## src/rtl/encoder_4x2_seq.sv

```systemverilog
// Registered 4-to-2 request encoder with pending capture, valid/ack handshake and grant timeout.
// Define ENC_ROUND_ROBIN_EN for rotating priority; the default build uses fixed lowest-index priority.
module encoder_4x2_seq #(
  parameter int unsigned HOLD_MAX = 15,
  parameter int unsigned CNT_W    = 4
) (
  input  logic       clk,
  input  logic       rst_n,
  input  logic       enable,
  input  logic [0:3] D,
  input  logic       ack,
  output logic       A,
  output logic       B,
  output logic       valid,
  output logic [0:3] pending,
  output logic       timeout
);

  typedef enum logic [0:0] {StIdle, StGrant} state_e;

  state_e           state_q, state_d;
  logic [CNT_W-1:0] cnt_q, cnt_d;
  logic [1:0]       idx_q, idx_d;
  logic             valid_q, valid_d;
  logic             timeout_q, timeout_d;
  logic [0:3]       pending_q, pending_d;
  logic [0:3]       clr;
  logic [1:0]       sel_idx;
  logic             sel_any;

  assign sel_any = |pending_q;

`ifdef ENC_ROUND_ROBIN_EN
  logic [1:0] ptr_q, ptr_d;
  logic [1:0] cand;

  // Walk from farthest to nearest so the candidate closest to the pointer wins.
  always_comb begin
    sel_idx = ptr_q;
    cand    = '0;
    for (int k = 3; k >= 0; k--) begin
      cand = ptr_q + 2'(k);
      if (pending_q[cand]) sel_idx = cand;
    end
  end

  always_comb begin
    ptr_d = ptr_q;
    if (state_q == StGrant && (ack || timeout_d)) ptr_d = idx_q + 2'd1;
  end

  always_ff @(posedge clk or negedge rst_n) begin
    if (!rst_n) ptr_q <= '0;
    else        ptr_q <= ptr_d;
  end
`else
  always_comb begin
    sel_idx = '0;
    for (int k = 3; k >= 0; k--) begin
      if (pending_q[k]) sel_idx = 2'(k);
    end
  end
`endif

  always_comb begin
    state_d   = state_q;
    cnt_d     = cnt_q;
    idx_d     = idx_q;
    valid_d   = valid_q;
    timeout_d = 1'b0;
    clr       = '0;
    unique case (state_q)
      StIdle: begin
        if (sel_any) begin
          idx_d   = sel_idx;
          valid_d = 1'b1;
          cnt_d   = '0;
          state_d = StGrant;
        end
      end
      StGrant: begin
        if (ack) begin
          clr[idx_q] = 1'b1;
          valid_d    = 1'b0;
          state_d    = StIdle;
        end else if (HOLD_MAX != 0 && cnt_q == CNT_W'(HOLD_MAX - 1)) begin
          // Expire on the edge that completes HOLD_MAX cycles of grant.
          timeout_d  = 1'b1;
          clr[idx_q] = 1'b1;
          valid_d    = 1'b0;
          state_d    = StIdle;
        end else if (HOLD_MAX != 0) begin
          cnt_d = cnt_q + CNT_W'(1);
        end
      end
      default: state_d = StIdle;
    endcase

    // A same-edge set overrides the clear so a re-asserted request re-arms.
    pending_d = pending_q & ~clr;
    if (enable) pending_d = pending_d | D;
  end

  always_ff @(posedge clk or negedge rst_n) begin
    if (!rst_n) begin
      state_q   <= StIdle;
      cnt_q     <= '0;
      idx_q     <= '0;
      valid_q   <= 1'b0;
      timeout_q <= 1'b0;
      pending_q <= '0;
    end else begin
      state_q   <= state_d;
      cnt_q     <= cnt_d;
      idx_q     <= idx_d;
      valid_q   <= valid_d;
      timeout_q <= timeout_d;
      pending_q <= pending_d;
    end
  end

  assign A       = idx_q[1];
  assign B       = idx_q[0];
  assign valid   = valid_q;
  assign pending = pending_q;
  assign timeout = timeout_q;

endmodule

```

## config.mk

```make
export PLATFORM = sky130hd
export DESIGN_NAME = encoder_4x2_seq
export DESIGN_NICKNAME = d
export VERILOG_FILES = /design/src/rtl/encoder_4x2_seq.sv
export SDC_FILE = /design/constraint.sdc
export NUM_CORES = 1
export LEC_CHECK = 0
export CORE_MARGIN = 2
export CORE_UTILIZATION = 25
export DETAILED_ROUTE_END_ITERATION = 6
export SLEW_MARGIN = 20
export SYNTH_ARGS = -nofsm -noshare
export SYNTH_HDL_FRONTEND = slang
export SYNTH_SLANG_ARGS = --single-unit
```

## constraint.sdc

```tcl
create_clock -name clk -period 2 [get_ports clk]
set_clock_uncertainty 0.15 [all_clocks]
set_input_delay 0.6 -clock clk [delete_from_list [all_inputs] [get_ports clk]]
set_output_delay 0.6 -clock clk [all_outputs]
set_load 0.01 [all_outputs]
```

==> impl_metrics.ini, run 1 <==
[sta]
fmax_ghz = 0.514
relSlewSlack_pct = 71.1
fin_crit_ns = 1.94
setup_tns_ns = 0
worst_pin_slew_ns = 0.433
rsz0062_at_grt = no
maxSlewViolCount = 0
final.period_utilization_pct = 97.2
setup_viol = 0
hold_viol_final = 0

[final_layout]
final_layout_size_suffix_gt1_share_pct = 23.2
diodes = 0
multi_input_area_um2 = 312
fillCellCount = 247
fin_cells = 112
layout.area.seq_um2 = 328
area_growth_pct = 39.1
fin_nets = 93

[place]
place_inst = 105
globalplace.congestion = 0.770
hpwlAfterDp_um = 1010
io_buffers = 15

[worst_setup_path]
endpoint_kind = output port
path_buf_inv = 1
cp_slowest_cell = clkdlybuf4s50_1
startpoint_type = register
critPathRequiredTime_ns = 1.25
slowest_delay_ns = 0.54
path_cells = clkdlybuf4s50_1
path_delay_family = buffers and inverters
reg2reg_setup_slack_ns = 0.40
crit_type = reg2out
crit_fanout = 2
cp.arrival_ns = 1.19

[power_and_ir_drop]
seq_power_share_pct = 40.0
cellPowerDensity_nw_per_um2 = 1330
p_sw_share_pct = 37.5
p_leak_uw = 0.000390
clock_power_share_pct = 13.5
p_int_uw = 752
peakVddDrop_mv = 0.572
p_sw_uw = 451
combPwrFrac_pct = 46.5

[yosys]
ys_types = 27
synthesis.area_um2 = 653
yosysWarnings = 0
synth_flop_cell = dfrtp_1
netlist_instances = 58
synth_nets = 68
avgSynthCellArea_um2 = 11.3
async_reset_ff_share_pct = 100
ys_ff_latch = 13
synth_edf_count = 0
yosysSeqAreaShare_pct = 49.8

[status]
status = complete, no violations

[global_route]
grt_first_pass_wirelength_um = 2310
grt_max_degree = 15
grt-ovfl-total = 0
grt_pass1_vias = 508
grt.total_usage_pct = 10.8
antenna_found_initial = 0

[drt]
ant_nets = 0
routed_wl_um = 1370
num_vias = 539
wire_per_inst_um = 12.2
drc_errors = 0
drtIter0Drc = 17
first_pass_iters = 4
via_per_inst = 4.81

[clock_network]
htreeDepth = 1
clock-sinks = 13
ctsHoldBuffers = 0
insertion_delay_ns = 0.27
cts-root-buf = clkbuf_4
cts.clk_slew.worst_paths_ns = 0.08
tritoncts = yes
clockBufferDepth = 2
cts_buffers = 3

[min_path]
min_path_type = reg2reg

[die]
io_pins = 16
core_area_um2 = 2480
rows = 18
die_h_um = 55.1
die_w_um = 55.1
initial_core_util_pct = 26.4
die_area_um2 = 3040

[job]
drv_cap = 0
==> registers in the layout (all words and copies together), names as in the netlist <==
register	cells
cnt_q	4
pending	4
timeout	1
valid	1
idx_q	2
state_q	1
==> synth_stat cells, types with 2 or more instances <==
cell / number / area (um2)
a21oi_1: 2 / 10.0
a22o_1: 3 / 26.3
dfrtp_1: 13 / 325
ha_1: 2 / 25.0
inv_1: 3 / 11.3
mux2i_1: 2 / 20.0
nand2_1: 2 / 7.51
nand3_1: 4 / 20.0
nand4b_1: 2 / 17.5
nor2_1: 7 / 26.3
o22a_1: 2 / 17.5
==> layout make-up <==
type,instances,area share (%)
sequential,13,36.1
tap,30,4.13
multi-input combinational,41,34.3
timing repair buffer,21,21.3
inverter,3,1.24
clock buffer,4,2.89
==> path summary, 6_finish.rpt <==
check | endpoint | cells past startpoint | from
max | pending[1] | 1 | pending[1]$_DFF_PN0_
min | valid$_DFFE_PN0P_ | 1 | valid$_DFFE_PN0P_
max reg2reg | pending[3]$_DFF_PN0_ | 5 | cnt_q[0]$_DFFE_PN0P_
min reg2reg | valid$_DFFE_PN0P_ | 1 | valid$_DFFE_PN0P_
max in group asynchronous | pending[2]$_DFF_PN0_ | 2 | rst_n
min in group asynchronous | cnt_q[3]$_DFFE_PN0P_ | 2 | rst_n
==> per-layer routing <==
| layer | track usage, % | vias to the layer above | wire length [um] |
|---|---|---|---|
| li1 | - | 265 | - |
| met1 | 14.1 | 253 | 626 |
| met2 | 16.5 | 19 | 624 |
| met3 | 1.61 | 2 | 95 |
| met4 | 7.32 | 0 | 20 |
| met5 | 0 | - | 0 |
==> kinds of logic (layout without fill, tap and decap cells) <==
group | count (synthesis) | count (layout) | synth area share [%]
simple gates | 21 | 21 | 19.2
flops | 13 | 13 | 49.8
compound gates | 16 | 16 | 21.6
fa+ha+maj | 2 | 2 | 3.83
buf+inv | 4 | 28 | 2.49
mux | 2 | 2 | 3.07
==> per-stage QoR <==
stage | setup slack [ns] | hold WS [ns] | total power [uW] | util, % | area, um2
after floorplan | 0.539 | 0.154 | 768 | - | 653
after global placement | 0.0682 | 0.341 | 1000 | 34.6 | 858
after detailed placement | 0.0497 | 0.347 | 1010 | 34.6 | 858
after CTS | 0.0406 | 0.368 | 1220 | 36.7 | 908
after global routing | 0.0209 | 0.373 | 1310 | 36.7 | 908
final | 0.0553 | 0.353 | 1200 | 36.7 | 908
==> repair_timing <==
| item | CTS | global route |
|---|---|---|
| buffers inserted | 3 | 0 |
| gates resized for setup | 3 | 0 |
| endpoints found under the hold margin | 0 | 0 |
| setup endpoints to repair | 4 | 0 |
==> layout by cell type, fill, tap and decap left out, types with 2 or more instances in the layout <==
| master | instances |
|---|---|
| nand3_1 | 4 |
| nand2_1 | 2 |
| inv_1 | 3 |
| clkbuf_4 | 3 |
| buf_4 | 6 |
| nor2_1 | 7 |
| clkdlybuf4s50_1 | 14 |
| o22a_1 | 2 |
| dfrtp_1 | 11 |
| a22o_1 | 3 |
| dfrtp_2 | 2 |
| mux2i_1 | 2 |
| a21oi_1 | 2 |
| ha_1 | 2 |
| nand4b_1 | 2 |
==> power by group through the flow <==
stage / registers, uW / clock network, uW / logic [uW]
6_report: 481 / 163 / 560
5_1_grt: 504 / 178 / 633
4_1_cts: 481 / 173 / 564
3_5_place_dp: 513 / 0 / 496
3_3_place_gp: 509 / 0 / 493
2_1_floorplan: 514 / 0 / 254
Note: power is estimated with default switching activity, not from simulation.
==> inputs of run 2 (changes only) <==
TNS_END_PERCENT = 100   (was unset)
==> results of run 2 <==
Final layout, timing and power as in run 1 (identical DEF).
==> inputs of run 3 (changes only) <==
CORE_MARGIN = unset   (was 2)
==> run 3 against run 2 <==
  * The run now ends with design-rule violations left
  * Combinational power fell by 5.5%
  * Sequential power increased by 3%
  * Cell count fell by 0.89%
  * Critical endpoint is now valid
  * Highest routed layer unchanged
==> impl_metrics.ini, run 3 (synthesized netlist as in run 1, its figures left out) <==
[power_and_ir_drop]
p_leak_uw = 0.000385
p_sw_uw = 460
p_sw_share_pct = 38.5
p_int_uw = 735
clock_power_share_pct = 14.3
combPwrFrac_pct = 44.2
peakVddDrop_mv = 0.483
cellPowerDensity_nw_per_um2 = 1330
seq_power_share_pct = 41.5

[sta]
fmax_ghz = 0.516
setup_viol = 0
final.period_utilization_pct = 97.0
setup_tns_ns = 0
hold_viol_final = 0
relSlewSlack_pct = 69.4
final.setup.worst_slack_ns = 0.0608
rsz0062_at_grt = no
maxSlewViolCount = 0
fin_crit_ns = 1.94
worst_pin_slew_ns = 0.459

[clock_network]
cts-root-buf = clkbuf_4
insertion_delay_ns = 0.28
clockBufferDepth = 2
htreeDepth = 1
cts_buffers = 3
clock-sinks = 13
tritoncts = yes
cts.clk_slew.worst_paths_ns = 0.09

[final_layout]
fillCellCount = 258
diodes = 0
postLayoutCellArea_um2 = 900
multi_input_area_um2 = 312
final_common_cell = clkdlybuf4s50_1
layout.area.seq_um2 = 328
most-common-layout-cells = clkdlybuf4s50_1 (13), dfrtp_1 (11), nor2_1 (7), buf_4 (5), nand3_1 (4)
fin_nets = 92
fin_cells = 111
area_growth_pct = 37.7
final_layout_size_suffix_gt1_share_pct = 22.2

[global_route]
antenna_found_initial = 0
grt_first_pass_wirelength_um = 2210
grt_max_degree = 15
grt_pass1_vias = 535
grt-ovfl-total = 0
grt.total_usage_pct = 11.0

[worst_setup_path]
endpoint_kind = output port
cp_slowest_cell = clkdlybuf4s50_1
path_depth = 1
reg2reg_setup_slack_ns = 0.41
path_delay_family = buffers and inverters
crit_fanout = 2
crit_type = reg2out
path_buf_inv = 1
reg2reg_depth = 5
slowest_delay_ns = 0.54
rr_endpoint = pending[3]$_DFF_PN0_
reg2reg_from = cnt_q[0]$_DFFE_PN0P_
cp.arrival_ns = 1.19
path_cells = clkdlybuf4s50_1
startpoint_type = register
critPathRequiredTime_ns = 1.25

[place]
io_buffers = 15
globalplace.congestion = 0.791
placedInstanceArea_um2 = 858
place_inst = 105
place_ws_ns = 0.0490
hpwlAfterDp_um = 1000

[die]
die_area_um2 = 2820
initial_core_util_pct = 26.4
rows = 18
io_pins = 16
core_area_um2 = 2480
die_w_um = 53.1
die_h_um = 53.1

[drt]
num_vias = 551
drc_errors = 2
drtIter0Drc = 12
via_per_inst = 4.96
first_pass_iters = 6
wire_per_inst_um = 12.5
routed_wl_um = 1390
ant_nets = 0

[min_path]
min_from = valid$_DFFE_PN0P_
min_path_type = reg2reg
holdPathEnd = valid$_DFFE_PN0P_
hold_depth = 1

[status]
violations = design-rule violations
status = finished with violations

[job]
drv_cap = 0
run 3: cell types whose count changed in the layout (fill, tap and decap cells not counted), sizes merged:
cell / before / now
dlygate4sd2: 1 / 2
clkdlybuf4s50: 14 / 13
buf: 6 / 5
run 3: timing repair:
item | in CTS | in global routing
resized for setup | 4 | 0
hold buffers | 0 | 0
setup buffers | 2 | 0
setup endpoints to repair | 4 | 0
run 3: layout make-up:
type | count | share of cell area [%]
repair buffers | 20 | 20.6
multi-input cells | 41 | 34.6
well taps | 30 | 4.17
inverters | 3 | 1.25
flip-flops and latches | 13 | 36.4
clock buffers | 4 | 2.92
run 3: worst max path at each step:
stage | start | endpoint | slack (ns)
6_report | valid$_DFFE_PN0P_ | valid | 0.06
5_1_grt | idx_q[0]$_DFFE_PN0P_ | B | 0.02
4_1_cts | valid$_DFFE_PN0P_ | valid | 0.06
3_5_place_dp | ack | cnt_q[3]$_DFFE_PN0P_ | 0.05
3_3_place_gp | ack | cnt_q[3]$_DFFE_PN0P_ | 0.07
2_1_floorplan | cnt_q[0]$_DFFE_PN0P_ | pending[2]$_DFF_PN0_ | 0.54
run 3: power groups by stage:
| stage | sequential [uW] | combinational (uW) | clock [uW] |
|---|---|---|---|
| 2_1_floorplan | 514 | 254 | 0 |
| 3_3_place_gp | 506 | 491 | 0 |
| 3_5_place_dp | 513 | 496 | 0 |
| 4_1_cts | 494 | 531 | 169 |
| 5_1_grt | 513 | 590 | 184 |
| 6_report | 496 | 529 | 170 |
run 3: metal layers:
| layer | wire [um] | track usage [%] |
|---|---|---|
| met1 | 638 | 12.3 |
| met2 | 678 | 18.4 |
| met4 | 16 | 6.58 |
| met3 | 55 | 2.87 |
| met5 | 0 | 0 |
run 3: through the flow:
stage / power (uW) / hold slack (ns) / util, %
after detailed placement: 1010 / 0.343 / 34.6
after global placement: 997 / 0.344 / 34.6
after global routing: 1290 / 0.392 / 36.3
after floorplan: 768 / 0.154 / -
final: 1200 / 0.357 / 36.3
after CTS: 1190 / 0.367 / 36.3
